$ cat src/rtl/im_pkg.sv
// Shared types and defaults for the instruction-memory boot controller.
// Optional checksum output is enabled with IM_BOOT_CHECKSUM_EN.
package im_pkg;

    localparam int IM_DEPTH = 128;
    localparam int IM_AW    = 7;

    localparam logic [31:0] NOP_WORD = 32'h0;

    typedef enum logic [1:0] {
        ST_LOAD,
        ST_FLUSH,
        ST_RUN
    } state_e;

endpackage

$ cat src/rtl/im_word_packer.sv
// Assembles big-endian 32-bit words from a byte stream.
// Emits word_valid/word on the fourth byte or on a final byte.
module im_word_packer (
    input  logic        clk,
    input  logic        rst_n,
    input  logic        clr,
    input  logic        accept,
    input  logic [7:0]  ld_byte,
    input  logic        last,
    output logic        word_valid,
    output logic [31:0] word
);

    logic [1:0]  idx_q, idx_d;
    logic [31:0] asm_q, asm_d;

    // asm_q keeps unfilled byte lanes at zero, so a short word is zero-padded.
    always_comb begin
        word = asm_q;
        unique case (idx_q)
            2'd0: word[31:24] = ld_byte;
            2'd1: word[23:16] = ld_byte;
            2'd2: word[15:8]  = ld_byte;
            2'd3: word[7:0]   = ld_byte;
            default: word = asm_q;
        endcase
        word_valid = accept && ((idx_q == 2'd3) || last);
        idx_d = idx_q;
        asm_d = asm_q;
        if (clr || word_valid) begin
            idx_d = 2'd0;
            asm_d = '0;
        end else if (accept) begin
            idx_d = idx_q + 2'd1;
            asm_d = word;
        end
    end

    always_ff @(posedge clk or negedge rst_n) begin
        if (!rst_n) begin
            idx_q <= 2'd0;
            asm_q <= '0;
        end else begin
            idx_q <= idx_d;
            asm_q <= asm_d;
        end
    end

endmodule

$ cat src/rtl/im_boot_ctrl.sv
// Boot loader FSM and instruction-RAM access sequencer.
// Define IM_BOOT_CHECKSUM_EN to add the ld_sum running-sum output.
module im_boot_ctrl
    import im_pkg::*;
#(
    parameter int DEPTH = IM_DEPTH,
    parameter int AW    = IM_AW
) (
    input  logic          clk,
    input  logic          rst_n,
    input  logic          ld_start,
    input  logic          ld_valid,
    input  logic [7:0]    ld_byte,
    input  logic          ld_last,
    output logic          ld_ready,
    output logic [AW:0]   ld_count,
    output logic          ld_ovf,
    input  logic [29:0]   fetch_addr,
    output logic [31:0]   fetch_dout,
    output logic          cpu_stall,
    output logic          addr_err,
`ifdef IM_BOOT_CHECKSUM_EN
    output logic [31:0]   ld_sum,
`endif
    output logic [AW-1:0] mem_addr,
    output logic          mem_we,
    output logic [31:0]   mem_wdata,
    input  logic [31:0]   mem_rdata
);

    state_e        state_q, state_d;
    logic [AW:0]   cnt_q, cnt_d;
    logic          ovf_q, ovf_d;
    logic          err_q, err_d;
    logic          we_q, we_d;
    logic [AW-1:0] waddr_q, waddr_d;
    logic [31:0]   wdata_q, wdata_d;

    logic          full, accept, in_range, run;
    logic          word_valid;
    logic [31:0]   word;

    assign full     = (cnt_q == (AW+1)'(DEPTH));
    assign run      = (state_q == ST_RUN);
    assign ld_ready = (state_q == ST_LOAD) && !full;
    assign accept   = ld_valid && ld_ready && !ld_start;
    assign in_range = (fetch_addr[29:AW] == '0);

    im_word_packer u_packer (
        .clk        (clk),
        .rst_n      (rst_n),
        .clr        (ld_start),
        .accept     (accept),
        .ld_byte    (ld_byte),
        .last       (ld_last),
        .word_valid (word_valid),
        .word       (word)
    );

    always_comb begin
        state_d = state_q;
        cnt_d   = cnt_q;
        ovf_d   = ovf_q;
        err_d   = err_q;
        we_d    = 1'b0;
        waddr_d = waddr_q;
        wdata_d = wdata_q;
        unique case (state_q)
            ST_LOAD: begin
                if (word_valid) begin
                    we_d    = 1'b1;
                    waddr_d = cnt_q[AW-1:0];
                    wdata_d = word;
                    cnt_d   = cnt_q + 1'b1;
                    if (ld_last) state_d = ST_FLUSH;
                end else if (full && ld_valid) begin
                    ovf_d   = 1'b1;
                    state_d = ST_FLUSH;
                end
            end
            ST_FLUSH: state_d = ST_RUN;
            ST_RUN:   if (!in_range) err_d = 1'b1;
            default:  state_d = ST_LOAD;
        endcase
        // Restart keeps waddr/wdata so an already registered write completes.
        if (ld_start) begin
            state_d = ST_LOAD;
            cnt_d   = '0;
            ovf_d   = 1'b0;
        end
    end

    always_ff @(posedge clk or negedge rst_n) begin
        if (!rst_n) begin
            state_q <= ST_LOAD;
            cnt_q   <= '0;
            ovf_q   <= 1'b0;
            err_q   <= 1'b0;
            we_q    <= 1'b0;
            waddr_q <= '0;
            wdata_q <= '0;
        end else begin
            state_q <= state_d;
            cnt_q   <= cnt_d;
            ovf_q   <= ovf_d;
            err_q   <= err_d;
            we_q    <= we_d;
            waddr_q <= waddr_d;
            wdata_q <= wdata_d;
        end
    end

`ifdef IM_BOOT_CHECKSUM_EN
    logic [31:0] sum_q, sum_d;

    always_comb begin
        sum_d = sum_q;
        if (ld_start)        sum_d = '0;
        else if (word_valid) sum_d = sum_q + word;
    end

    always_ff @(posedge clk or negedge rst_n) begin
        if (!rst_n) sum_q <= '0;
        else        sum_q <= sum_d;
    end

    assign ld_sum = sum_q;
`endif

    assign ld_count   = cnt_q;
    assign ld_ovf     = ovf_q;
    assign addr_err   = err_q;
    assign cpu_stall  = !run;
    assign mem_we     = we_q;
    assign mem_wdata  = wdata_q;
    assign mem_addr   = run ? fetch_addr[AW-1:0] : waddr_q;
    assign fetch_dout = (run && in_range) ? mem_rdata : NOP_WORD;

endmodule

$ cat config.mk
export PLATFORM = sky130hd
export DESIGN_NAME = im_boot_ctrl
export DESIGN_NICKNAME = d
export VERILOG_FILES = /design/src/rtl/im_pkg.sv /design/src/rtl/im_word_packer.sv /design/src/rtl/im_boot_ctrl.sv
export SDC_FILE = /design/constraint.sdc
export NUM_CORES = 1
export LEC_CHECK = 0
export CORE_MARGIN = 2
export CORE_UTILIZATION = 41
export CTS_BUF_LIST = sky130_fd_sc_hd__clkbuf_8
export DETAILED_ROUTE_END_ITERATION = 8
export GPL_TIMING_DRIVEN = 1
export PLACE_DENSITY_LB_ADDON = 0.2
export SLEW_MARGIN = 0
export SYNTH_ARGS = -nofsm -noshare
export SYNTH_HDL_FRONTEND = slang
export SYNTH_SLANG_ARGS = --single-unit
$ cat constraint.sdc
create_clock -name clk -period 2.1 [get_ports clk]
set_clock_uncertainty 0.05 [all_clocks]
set_input_delay 0.21 -clock clk [delete_from_list [all_inputs] [get_ports clk]]
set_output_delay 0.21 -clock clk [all_outputs]
set_load 0.01 [all_outputs]
==> summary.md <==
| Metric | Value |
|---|---|
| Lkg Pwr | `3.02 nW` |
| Power Dens Cells | `636 nW/µm²` |
| CTS tree | `yes` |
| Min Tclk post-route | `2.08 ns` |
| Fin Setup TNS | `0 ns` |
| Synth warn | `0` |
| # fillers | `794` |
| Post-synthesis cell count | `381` |
| Top Ports | `159` |
| Crit Path Class | `input port to output pin` |
| Total grt overflow | `0` |
| PnR worst setup slack | `0.0185 ns` |
| Post-synth top area share | `53.3%` |
| Placement-stage cell area | `5950 µm²` |
| Post-synthesis area per instance | `10.6 µm²` |
| Tot Pwr | `4.03 mW` |
| Worst hold slack | `0.309 ns` |
| Final net count | `651` |
| Largest stage delay on the critical path | `0.41 ns` |
| Final setup fails | `0` |
| Clk root buf | `clkbuf_8` |
| Diode count | `0` |
| Share of flip-flops with an asynchronous set or reset | `100%` |
| Worst min-delay path category | `input port to async pin` |
| TritonRoute pass-1 iters | `4` |
| Area grow syn2layout | `57.0%` |
| Critical path cell sequence | `clkdlybuf4s50_1 -> nor4_2 -> nand2_1 -> nor3_4 -> buf_6 -> buf_12 -> and2_4 -> buf_2` |
| Critical Path Start | `fetch_addr[12]` |
| Layout cell share with drive strength beyond 1 | `22.8%` |
| Outcome | `finished clean` |
| CTS Sinks | `86` |
| DR WL/cell | `17.1 µm` |
| HPWL after DPL | `8630 µm` |
| GRT Resource Usage Total | `21.8%` |
| Final Max Tran Viols | `0` |
| Buf+Inv Stages, Crit Path | `4` |
| Syn Nets | `462` |
| Reg2reg start | `state_q[1]` |
| Fin crit share | `99.1%` |
| Sequential Area | `2150 µm²` |
| Worst-path clk slew | `0.08 ns` |
| DRC violations left | `0` |
| CTS buffer count | `9` |
| Final hold vios | `0` |
| Fin util | `65.4%` |
| Vias in the first global route | `3415` |
| DR vias | `3585` |
| Num rows | `36` |
| Largest area contributor in the netlist | `dfrtp_1` |
| Number of synthesized flops with an enable pin | `0` |
| Antenna violations before repair | `0` |
| Die height | `103 µm` |
| Design area | `6340 µm²` |
| Area of the core | `9680 µm²` |
| Die W | `103 µm` |
| Iter 0 DRT Violations | `130` |
| Area of the multi-input gates | `1860 µm²` |
| Placed Cells | `685` |
| Cell Area, Synth | `4040 µm²` |
| Unrepaired setup endpoints after global routing | `yes` |
| CTS H-tree lvls | `3` |
| Non-Filler Instances | `708` |
| Startpoint Class | `input port` |
| Largest net degree at the start of global routing | `42` |
| Post-place setup slack | `-0.495 ns` |
| Seq cells post-synth | `86` |
| Total Die Area | `10700 µm²` |
| Post-synthesis sequential area ratio | `53.3%` |
| Crit path arrival time | `1.82 ns` |
| Cell family with most CP delay | `buffers and inverters` |
| Skew-Pair Late Insertion Delay | `0.36 ns` |
| Rel. slew slack | `65.0%` |
| Worst Max-Slew Pin Slew | `0.525 ns` |
| Commonest non-fill, non-tap cell in the layout | `clkdlybuf4s50_1` |
| CP max-delay cell | `clkdlybuf4s50_1` |
| Top post-synthesis cells by area | `dfrtp_1 53%, mux2i_1 7.9%, and2_1 6.4%, a22o_1 5.2%, a21oi_1 4.5%` |
| Worst Path Required | `1.84 ns` |
| CTS max path bufs | `2` |
| Most common flop cell mapped by yosys | `dfrtp_1` |
| Most frequent cells in the layout | `101 x clkdlybuf4s50_1, 85 x dfrtp_1, 43 x nor2_1, 36 x a21oi_1, 35 x buf_4` |
| Number of max-cap violations | `0` |
| RePlAce Congestion | `0.758` |
| Post-synthesis cell type count | `39` |
| Fmax | `480 MHz` |
| Initial Util | `41.7%` |
| Crit path capture type | `output pin` |
| Vias/cell | `5.06` |
| Peak VDD IR | `0.492 mV` |
| Routed wire length | `12100 µm` |
| Antenna-violating nets left | `0` |
| Global-route wire length before repair | `17500 µm` |
| CP Max Fanout | `8` |
| Port Buffers | `158` |
==> per-layer routing <==
metal / wire length [µm] / share of wire, % / GRT usage (%) / vias to the layer above
met2: 6000 / 50 / 36.4 / 137
li1: - / - / - / 1702
met3: 832 / 6.9 / 4.44 / 22
met4: 287 / 2.4 / 8.30 / 0
met5: 0 / 0 / 0 / -
met1: 4970 / 41 / 28.1 / 1724
==> worst reg2reg max path: cells and delay by family, from the launching register on <==
family | cells | cell delay (ns)
compound gates | 1 | 0.27
flops | 1 | 0.38
simple gates | 1 | 0.55
buf+inv | 2 | 0.33
mux | 1 | 0.33
==> worst paths after layout <==
check,slack (ns),depth (start not counted),to
worst min-delay path,0.31,2,mem_we
max in group asynchronous,1.00,3,mem_wdata[9]
worst min register to register,0.42,1,addr_err
worst max register to register,0.07,5,waddr_q[4]
worst max-delay path,0.02,8,fetch_dout[6]
min in group clk,0.33,5,addr_err
==> flip-flops by register name (all words and copies together) (netlist names) <==
register	flops
mem_wdata	32
u_packer.asm_q	32
ld_count	8
waddr_q	7
state_q	2
u_packer.idx_q	2
addr_err	1
ld_ovf	1
mem_we	1
==> timing repair <==
item	CTS	global route
gates cloned	2	0
endpoints found under the setup margin	65	62
pin swaps	5	10
hold buffers	1	0
setup buffers	4	1
hold endpoints to repair	38	0
gates resized for setup	171	45
==> area by class of cell <==
type                    count  area share (%)
clock buffers              10            2.17
clock inverters             6            1.09
inverters                   6           0.375
multi-input cells         266            29.3
flip-flops and latches     86            34.0
well taps                 133            2.63
repair buffers            201            30.4
==> power by group <==
part	leakage [nW]	switching (mW)	internal, mW
logic	1.81	0.405	0.524
clock network	0.103	0.618	0.591
registers	1.12	0.0846	1.81
==> Yosys cell counts (5+ instances only) <==
cell       n
xnor2_1    6
mux2_1     6
and2_1    41
nor2_1    44
nand2_1   24
a22o_1    24
nor4_1     7
clkbuf_1   8
a21oi_1   36
inv_1      5
ha_1       6
buf_2      7
nor3_1     6
mux2i_1   32
dfrtp_1   86
o21ai_0    5
==> cell families (layout without fill, tap and decap cells) <==
logic type      count (synthesis)  count (layout)  synth area share, %
buf+inv                        29             223                 3.47
xor+xnor                        6               6                 1.30
simple gates                  140             140                 17.7
compound gates                 75              75                 12.4
fa+ha+maj                       6               6                 1.86
mux                            39              39                 9.89
flops                          86              86                 53.3
No activity file was read; power rests on OpenSTA's default activity.
